### config.mk
export PLATFORM = sky130hd
export DESIGN_NAME = if_stage
export DESIGN_NICKNAME = d
export VERILOG_FILES = /design/src/rtl/if_stage.sv
export SDC_FILE = /design/constraint.sdc
export NUM_CORES = 1
export LEC_CHECK = 0
export ABC_CLOCK_PERIOD_IN_PS = 5300
export CAP_MARGIN = 0
export CORE_UTILIZATION = 55
export CTS_CLUSTER_SIZE = 28
export DETAILED_ROUTE_END_ITERATION = 16
export GPL_TIMING_DRIVEN = 1
export PLACE_DENSITY = 0.89
export SLEW_MARGIN = 20
export SYNTH_ARGS = -nofsm -noshare
export SYNTH_HDL_FRONTEND = slang
export SYNTH_SLANG_ARGS = --single-unit
### constraint.sdc
create_clock -name clk -period 5.3 [get_ports clk]
set_input_delay 1.06 -clock clk [delete_from_list [all_inputs] [get_ports clk]]
set_output_delay 1.06 -clock clk [all_outputs]
set_load 0.005 [all_outputs]
### src/rtl/if_stage.sv
// Instruction fetch stage: issues one word request at a time, hands words to decode,
// absorbs one word of decode back-pressure in a single-entry buffer and squashes
// responses made stale by a branch redirect or a flush.
module if_stage #(
    parameter logic [31:0] RESET_PC = 32'h0000_0000
) (
    input  logic        clk,
    input  logic        rst,
    input  logic        stall_i,
    input  logic        flush_i,
    input  logic        branch_i,
    input  logic [31:0] branch_target_i,
    output logic        imem_req_o,
    output logic [31:0] imem_addr_o,
    input  logic        imem_ack_i,
    input  logic [31:0] imem_rdata_i,
    output logic [31:0] pc_o,
    output logic [31:0] inst_o,
    output logic        valid_o
);

    localparam int unsigned XLEN     = 32;
    localparam int unsigned INST_BYTES = 4;

    typedef enum logic [1:0] {
        FETCH    = 2'd0,
        BUFFERED = 2'd1,
        DISCARD  = 2'd2
    } state_t;

    state_t            state_q, state_d;
    logic [XLEN-1:0]   fetch_pc_d, pc_d, inst_d;
    logic [XLEN-1:0]   buf_pc_q, buf_pc_d, buf_inst_q, buf_inst_d;
    logic [XLEN-1:0]   target_q, target_d;
    logic              req_d, valid_d;
    logic              ack;
    logic [XLEN-1:0]   next_seq_pc;

    // A response only completes a request that is actually on the bus.
    assign ack         = imem_ack_i & imem_req_o;
    assign next_seq_pc = imem_addr_o + XLEN'(INST_BYTES);

    always_ff @(posedge clk or negedge rst) begin
        if (!rst) begin
            state_q     <= FETCH;
            imem_req_o  <= 1'b0;
            imem_addr_o <= RESET_PC;
            pc_o        <= '0;
            inst_o      <= '0;
            valid_o     <= 1'b0;
            buf_pc_q    <= '0;
            buf_inst_q  <= '0;
            target_q    <= '0;
        end else begin
            state_q     <= state_d;
            imem_req_o  <= req_d;
            imem_addr_o <= fetch_pc_d;
            pc_o        <= pc_d;
            inst_o      <= inst_d;
            valid_o     <= valid_d;
            buf_pc_q    <= buf_pc_d;
            buf_inst_q  <= buf_inst_d;
            target_q    <= target_d;
        end
    end

    always_comb begin
        state_d    = state_q;
        req_d      = imem_req_o;
        fetch_pc_d = imem_addr_o;
        pc_d       = pc_o;
        inst_d     = inst_o;
        valid_d    = valid_o;
        buf_pc_d   = buf_pc_q;
        buf_inst_d = buf_inst_q;
        target_d   = target_q;

        // The presented instruction leaves decode when accepted or flushed.
        if (flush_i || !stall_i) begin
            valid_d = 1'b0;
        end

        case (state_q)
            FETCH: begin
                req_d = 1'b1;
                if (branch_i) begin
                    if (ack) begin
                        fetch_pc_d = branch_target_i;
                    end else begin
                        target_d = branch_target_i;
                        state_d  = DISCARD;
                    end
                end else if (ack && !flush_i) begin
                    fetch_pc_d = next_seq_pc;
                    if (!valid_o || !stall_i) begin
                        pc_d    = imem_addr_o;
                        inst_d  = imem_rdata_i;
                        valid_d = 1'b1;
                    end else begin
                        buf_pc_d   = imem_addr_o;
                        buf_inst_d = imem_rdata_i;
                        req_d      = 1'b0;
                        state_d    = BUFFERED;
                    end
                end
            end
            BUFFERED: begin
                if (branch_i) begin
                    fetch_pc_d = branch_target_i;
                    req_d      = 1'b1;
                    state_d    = FETCH;
                end else if (flush_i) begin
                    req_d   = 1'b1;
                    state_d = FETCH;
                end else if (!stall_i) begin
                    pc_d    = buf_pc_q;
                    inst_d  = buf_inst_q;
                    valid_d = 1'b1;
                    req_d   = 1'b1;
                    state_d = FETCH;
                end
            end
            DISCARD: begin
                // Old request must complete on the bus before the redirect is issued.
                req_d = 1'b1;
                if (branch_i) begin
                    target_d = branch_target_i;
                end
                if (ack) begin
                    fetch_pc_d = branch_i ? branch_target_i : target_q;
                    state_d    = FETCH;
                end
            end
            default: begin
                state_d = FETCH;
            end
        endcase
    end

endmodule
=== Word-level counts from Yosys, hierarchy flattened ===
Index checks and enable logic that the tools add are counted.

* Bits in registers: 196
* Bits in latches: 0
* RAM bits: 0
* ROM bits: 0
* Bits of input ports: 70
* Output and inout port bits: 98
* Logic and storage cells: 94
* Memories: 0

* Add/subtract/negate cells: 1
* Multiply operators: 0
* Divide/modulo/power cells: 0
* $lt $le $gt $ge: 0
* Eq/ne operators: 17
* Shift-type cells: 0
* Multiplexer cells: 48
* Bitwise logic cells: 3
* Reduce and logical (&&, ||, !) cells: 16

{| class="wikitable"
|+ Operators with widths
! kind !! number
|-
| 32-bit two-way mux || 20
|-
| 32-bit one-hot mux with 2 select lines || 3
|-
| 32-bit one-hot mux with 3 select lines || 1
|-
| 32-bit by 3-bit adder with 32-bit output (second input constant) || 1
|-
| 2-bit != test (second input constant) || 10
|-
| 2-bit two-way mux || 8
|-
| 1-bit two-way mux || 13
|-
| 3-bit != test (second input constant) || 4
|-
| 5-bit AND reduction || 2
|-
| 7-bit AND reduction || 1
|-
| 2-bit one-hot mux with 3 select lines || 1
|-
| 4-bit != test (second input constant) || 1
|-
| 4-bit AND reduction || 1
|-
| 2-bit nonzero test || 2
|-
| 1-bit logical NOT || 3
|-
| 1-bit one-hot mux with 3 select lines || 1
|-
| 3-bit AND reduction || 1
|-
| 3-bit nonzero test || 1
|-
| 2-bit by 1-bit == test with 1-bit output (second input constant) || 1
|-
| 2-bit == test (second input constant) || 1
|-
| 2-bit logical NOT || 1
|-
| 1-bit logical OR || 2
|-
| 1-bit NOT || 2
|-
| 1-bit one-hot mux with 2 select lines || 1
|-
| other kinds (3) || 3
|}

=== Depth between registers and ports, before layout ===
* Word-level depth: 7
* Depth in mapped cells: 10
* Depth with buffers taken out: 7

=== Worst setup path after synthesis ===
No wires, ideal clock.

* Path kind: input to register
* From: input branch_i
* To: register imem_addr_o[30]
* Setup time: 0.124 ns
* Arrival time: 2.697 ns
* Data required time: 5.176 ns
* Slack: 2.479 ns
* Stages on the path: 6
* Path buffers: 1
* Cell sequence: buf_2 > nor2b_1 > a22o_1 > nor4_2 > mux2_2 > a211o_1

* Word-level cells in the longest chain between the ends: 3
* Elaborated cells between the ends (all ways): 8
* Those cells by class: eq/ne (3); mux (4); reduce/logical (1)

{| class="wikitable"
|+ RTL lines
! what !! line !! RTL
|-
| start: declaration || 11 || <nowiki>input logic branch_i,</nowiki>
|-
| 32-bit two-way mux || - ||
|-
| 32-bit two-way mux || 129 || <nowiki>if (ack) begin</nowiki>
|-
| 32-bit one-hot mux with 3 select lines || 83 || <nowiki>case (state_q)</nowiki>
|-
| end signal: assignment || 57 || <nowiki>imem_addr_o <= fetch_pc_d;</nowiki>
|-
| end: declaration || 14 || <nowiki>output logic [31:0] imem_addr_o,</nowiki>
|}

Several ways; a longest one is shown, not always the timed one. The select of a mux whose other input is x is not followed.
A chain may end at the register's enable or synchronous reset.

=== Worst setup path in the final report ===
* From: register state_q[0]
* To: register imem_addr_o[30]

* Word-level cells in the longest chain between the ends: 3
* Elaborated cells between the ends (all ways): 10
* Those cells by class: eq/ne (6); mux (1); reduce/logical (3)

{| class="wikitable"
|+ RTL lines
! what !! line !! RTL
|-
| start: declaration || 31 || <nowiki>state_t state_q, state_d;</nowiki>
|-
| start signal: assignment || 55 || <nowiki>state_q <= state_d;</nowiki>
|-
| 2-bit == test, or another cell as far along || 83 ||
|-
| 2-bit != test (no source line), or another cell as far along || - ||
|-
| 5-bit AND reduction (no source line) || - ||
|}

Several ways; a longest one is shown, not always the timed one.

==> metrics <==
status finished, final reports clean; Clock Skews 0.006429 ns; met3 Use GR 6.160%; clock power share 18.7%; register bit count reported by yosys 196; worst endpoint data arrival time 3.76 ns; post-CTS sizing 0; core area 0.01682 mm2; asr flop ratio synth 100.0%; Final GP Congestion 0.9427; nets 1103; Top Usage Layer GRT met2; Reg clk slew, reported paths 0.07 ns; Startpoint Class flip-flop; # diodes 0; layout cells sized above 1 14.51%; placed wire-length estimate 15890 um; R2R Path Start state_q[0]; Hold-fix buffers, CTS 0; die height 134.0 um; final setup violation count 0; hold path startpoint buf_pc_q[10]; TNS Setup 0 ns; met2 Use GR 43.24%; die area 0.01794 mm2; top_reg_cell synth dfrtp_1; top-area cell type share of the netlist area 51.22%; crit path from state_q[0]; sw frac 36.84%; CTS Sinks 196; WL/cell 19.09 um; Cell Rows 47; Psw 2.500 mW; Pre-Repair DR Iteration Count 5; # fillers 1176; Pwr Density 567.2 mW/mm2; R2R setup slack 1.87 ns; r2r worst-path depth 7; Multi-input gate area 0.004350 mm2; final core occ 71.14%; vias in the first global route 7352; Cell variety after synth 45; postcts setup bufs 0; Cell Area, Synth 0.009577 mm2; Tightest Pin Transition 1.044 ns; Synth Instances 901; Starting Density 56.94%; vias per cell 6.109; antenna violations before repair 0; most frequent cells in the layout dfrtp_1 (196), clkdlybuf4s50_1 (165), o21ai_0 (99); Ys Warns 0; Hold WC Path Type flip-flop to flip-flop; largest net degree at the start of global routing 129; via count 7704; fin crit share 64.76%; first-pass GRT wire length 38960 um; average size of a mapped cell 10.63 um2; Critical Path End Type flip-flop; most common cell after layout, fill and taps aside dfrtp_1; Inst Count DP 1229; EDFF count, synth 0; f_max 291.4 MHz; WP data required 5.62 ns; Remaining DRCs 0; maximum vdd drop 478.0 uV; Root Driver clkbuf_16; met1 Use GR 38.83%; gr usage total 27.77%; H-tree levels 4; final hold vios 0; Clock Latency Late Sink 0.44 ns; Post-DRT Antenna Nets 0; Seq. cell area 0.004905 mm2; max cap viols 0; CTS tree built; min cycle time layout 3.432 ns; Chip Width 134.0 um; Synth-to-Final Area Change 24.93%; fin. max-slew vios 0; I/O Buffers 167; syn_nets 976; register share of total power 38.5%; grt ovf 0; Logic pwr share 42.8%; Int Pwr 4.286 mW; top cells by area, synth dfrtp_1 (51%), mux2_2 (11%), mux2i_1 (7.0%); max_slew headroom 30.25%; CTS buffer count 17; IO Count 168; WL final 24070 um; sequential share of the synthesized area 51.22%; Synth area leader dfrtp_1; Max Root-Sink Buffers 2; hold depth 2; Crit Path Category flip-flop to flip-flop; Starting DRT DRC Count 762; leakage power 5.226 nW; final non-filler cell total 1261; RSZ-0062 raised after global routing false; crit path max fanout 20
worst paths after layout:
path	to
setup / recovery	imem_addr_o[30]
hold / removal	buf_pc_q[10]
setup reg to reg	imem_addr_o[30]
hold reg to reg	buf_pc_q[10]
max in group asynchronous	inst_o[22]
min in group asynchronous	inst_o[6]
layout make-up:
| cell class | count | area share [%] |
|---|---|---|
| Clock buffer | 19 | 3.786 |
| Clock inverter | 13 | 1.035 |
| Inverter | 23 | 0.7216 |
| Multi-Input combinational cell | 613 | 36.36 |
| Sequential cell | 196 | 41.00 |
| Tap cell | 220 | 2.301 |
| Timing Repair Buffer | 177 | 14.80 |
routing by layer:
metal,vias to the layer above,wire [um]
li1,3519,-
met1,3776,10260
met2,366,11350
met3,43,1983
met4,0,481
met5,-,0
power by group through the flow:
| stage | Sequential, mW | Combinational (mW) | Clock, mW |
|---|---|---|---|
| finish | 2.61 | 2.91 | 1.27 |
| detailed placement | 2.62 | 2.87 | 0 |
| global placement | 2.58 | 2.77 | 0 |
| floorplan | 2.48 | 1.70 | 0 |
| CTS | 2.60 | 2.89 | 1.28 |
| global route | 2.68 | 3.18 | 1.35 |
worst max-delay path: stages (launching register included):
cell and delay [ns]:
dfrtp_1 0.44, inv_1 0.09, ha_1 0.48, nor2b_1 0.90, nor2b_1 0.48, a22o_1 0.38
mux2_2 0.27, a211o_1 0.27
state kept, by name (all words and copies together), names as in the netlist:
name,count
imem_req_o,1
inst_o,32
buf_pc_q,32
target_q,32
imem_addr_o,32
state_q,2
buf_inst_q,32
valid_o,1
pc_o,32
cell families (layout without fill, tap and decap cells):
| group | after synthesis | after routing | share of synthesized area, % |
|---|---|---|---|
| AO/OA/AOI/OAI | 250 | 250 | 16.57 |
| flip-flops | 196 | 196 | 51.22 |
| AND/OR/NAND/NOR | 190 | 190 | 9.132 |
| multiplexers | 164 | 164 | 18.41 |
| buffers and inverters | 92 | 232 | 3.658 |
| adder cells (fa/ha/maj) | 5 | 5 | 0.6533 |
| XOR/XNOR | 4 | 4 | 0.3659 |
cells in the mapped netlist (3+ instances only):
cell type,number
a21o_1,12
a21oi_1,42
a221oi_1,12
a22o_1,32
a22oi_1,15
a31oi_1,11
and3_1,3
buf_1,9
buf_2,4
clkbuf_1,56
dfrtp_1,196
ha_1,5
inv_1,23
mux2_2,97
mux2i_1,67
nand2_1,97
nand2b_1,6
nand3_1,14
nand3b_1,3
nand4_1,12
nor2_1,31
nor2b_1,5
nor4_1,4
o211ai_1,4
o21ai_0,100
o22a_1,8
o31ai_1,3
or2_2,3
or4_1,4
stage by stage:
stage	power (mW)	cell area [um2]	hold WS, ns	setup WS, ns
2_1_floorplan	4.184	9577	0.4496	2.479
5_1_grt	7.204	11960	0.5083	1.722
3_5_place_dp	5.488	11380	0.4692	1.645
6_report	6.786	11960	0.4793	1.868
4_1_cts	6.773	11960	0.4847	1.932
3_3_place_gp	5.344	11380	0.4595	1.684
No activity file was read; power rests on OpenSTA's default activity.
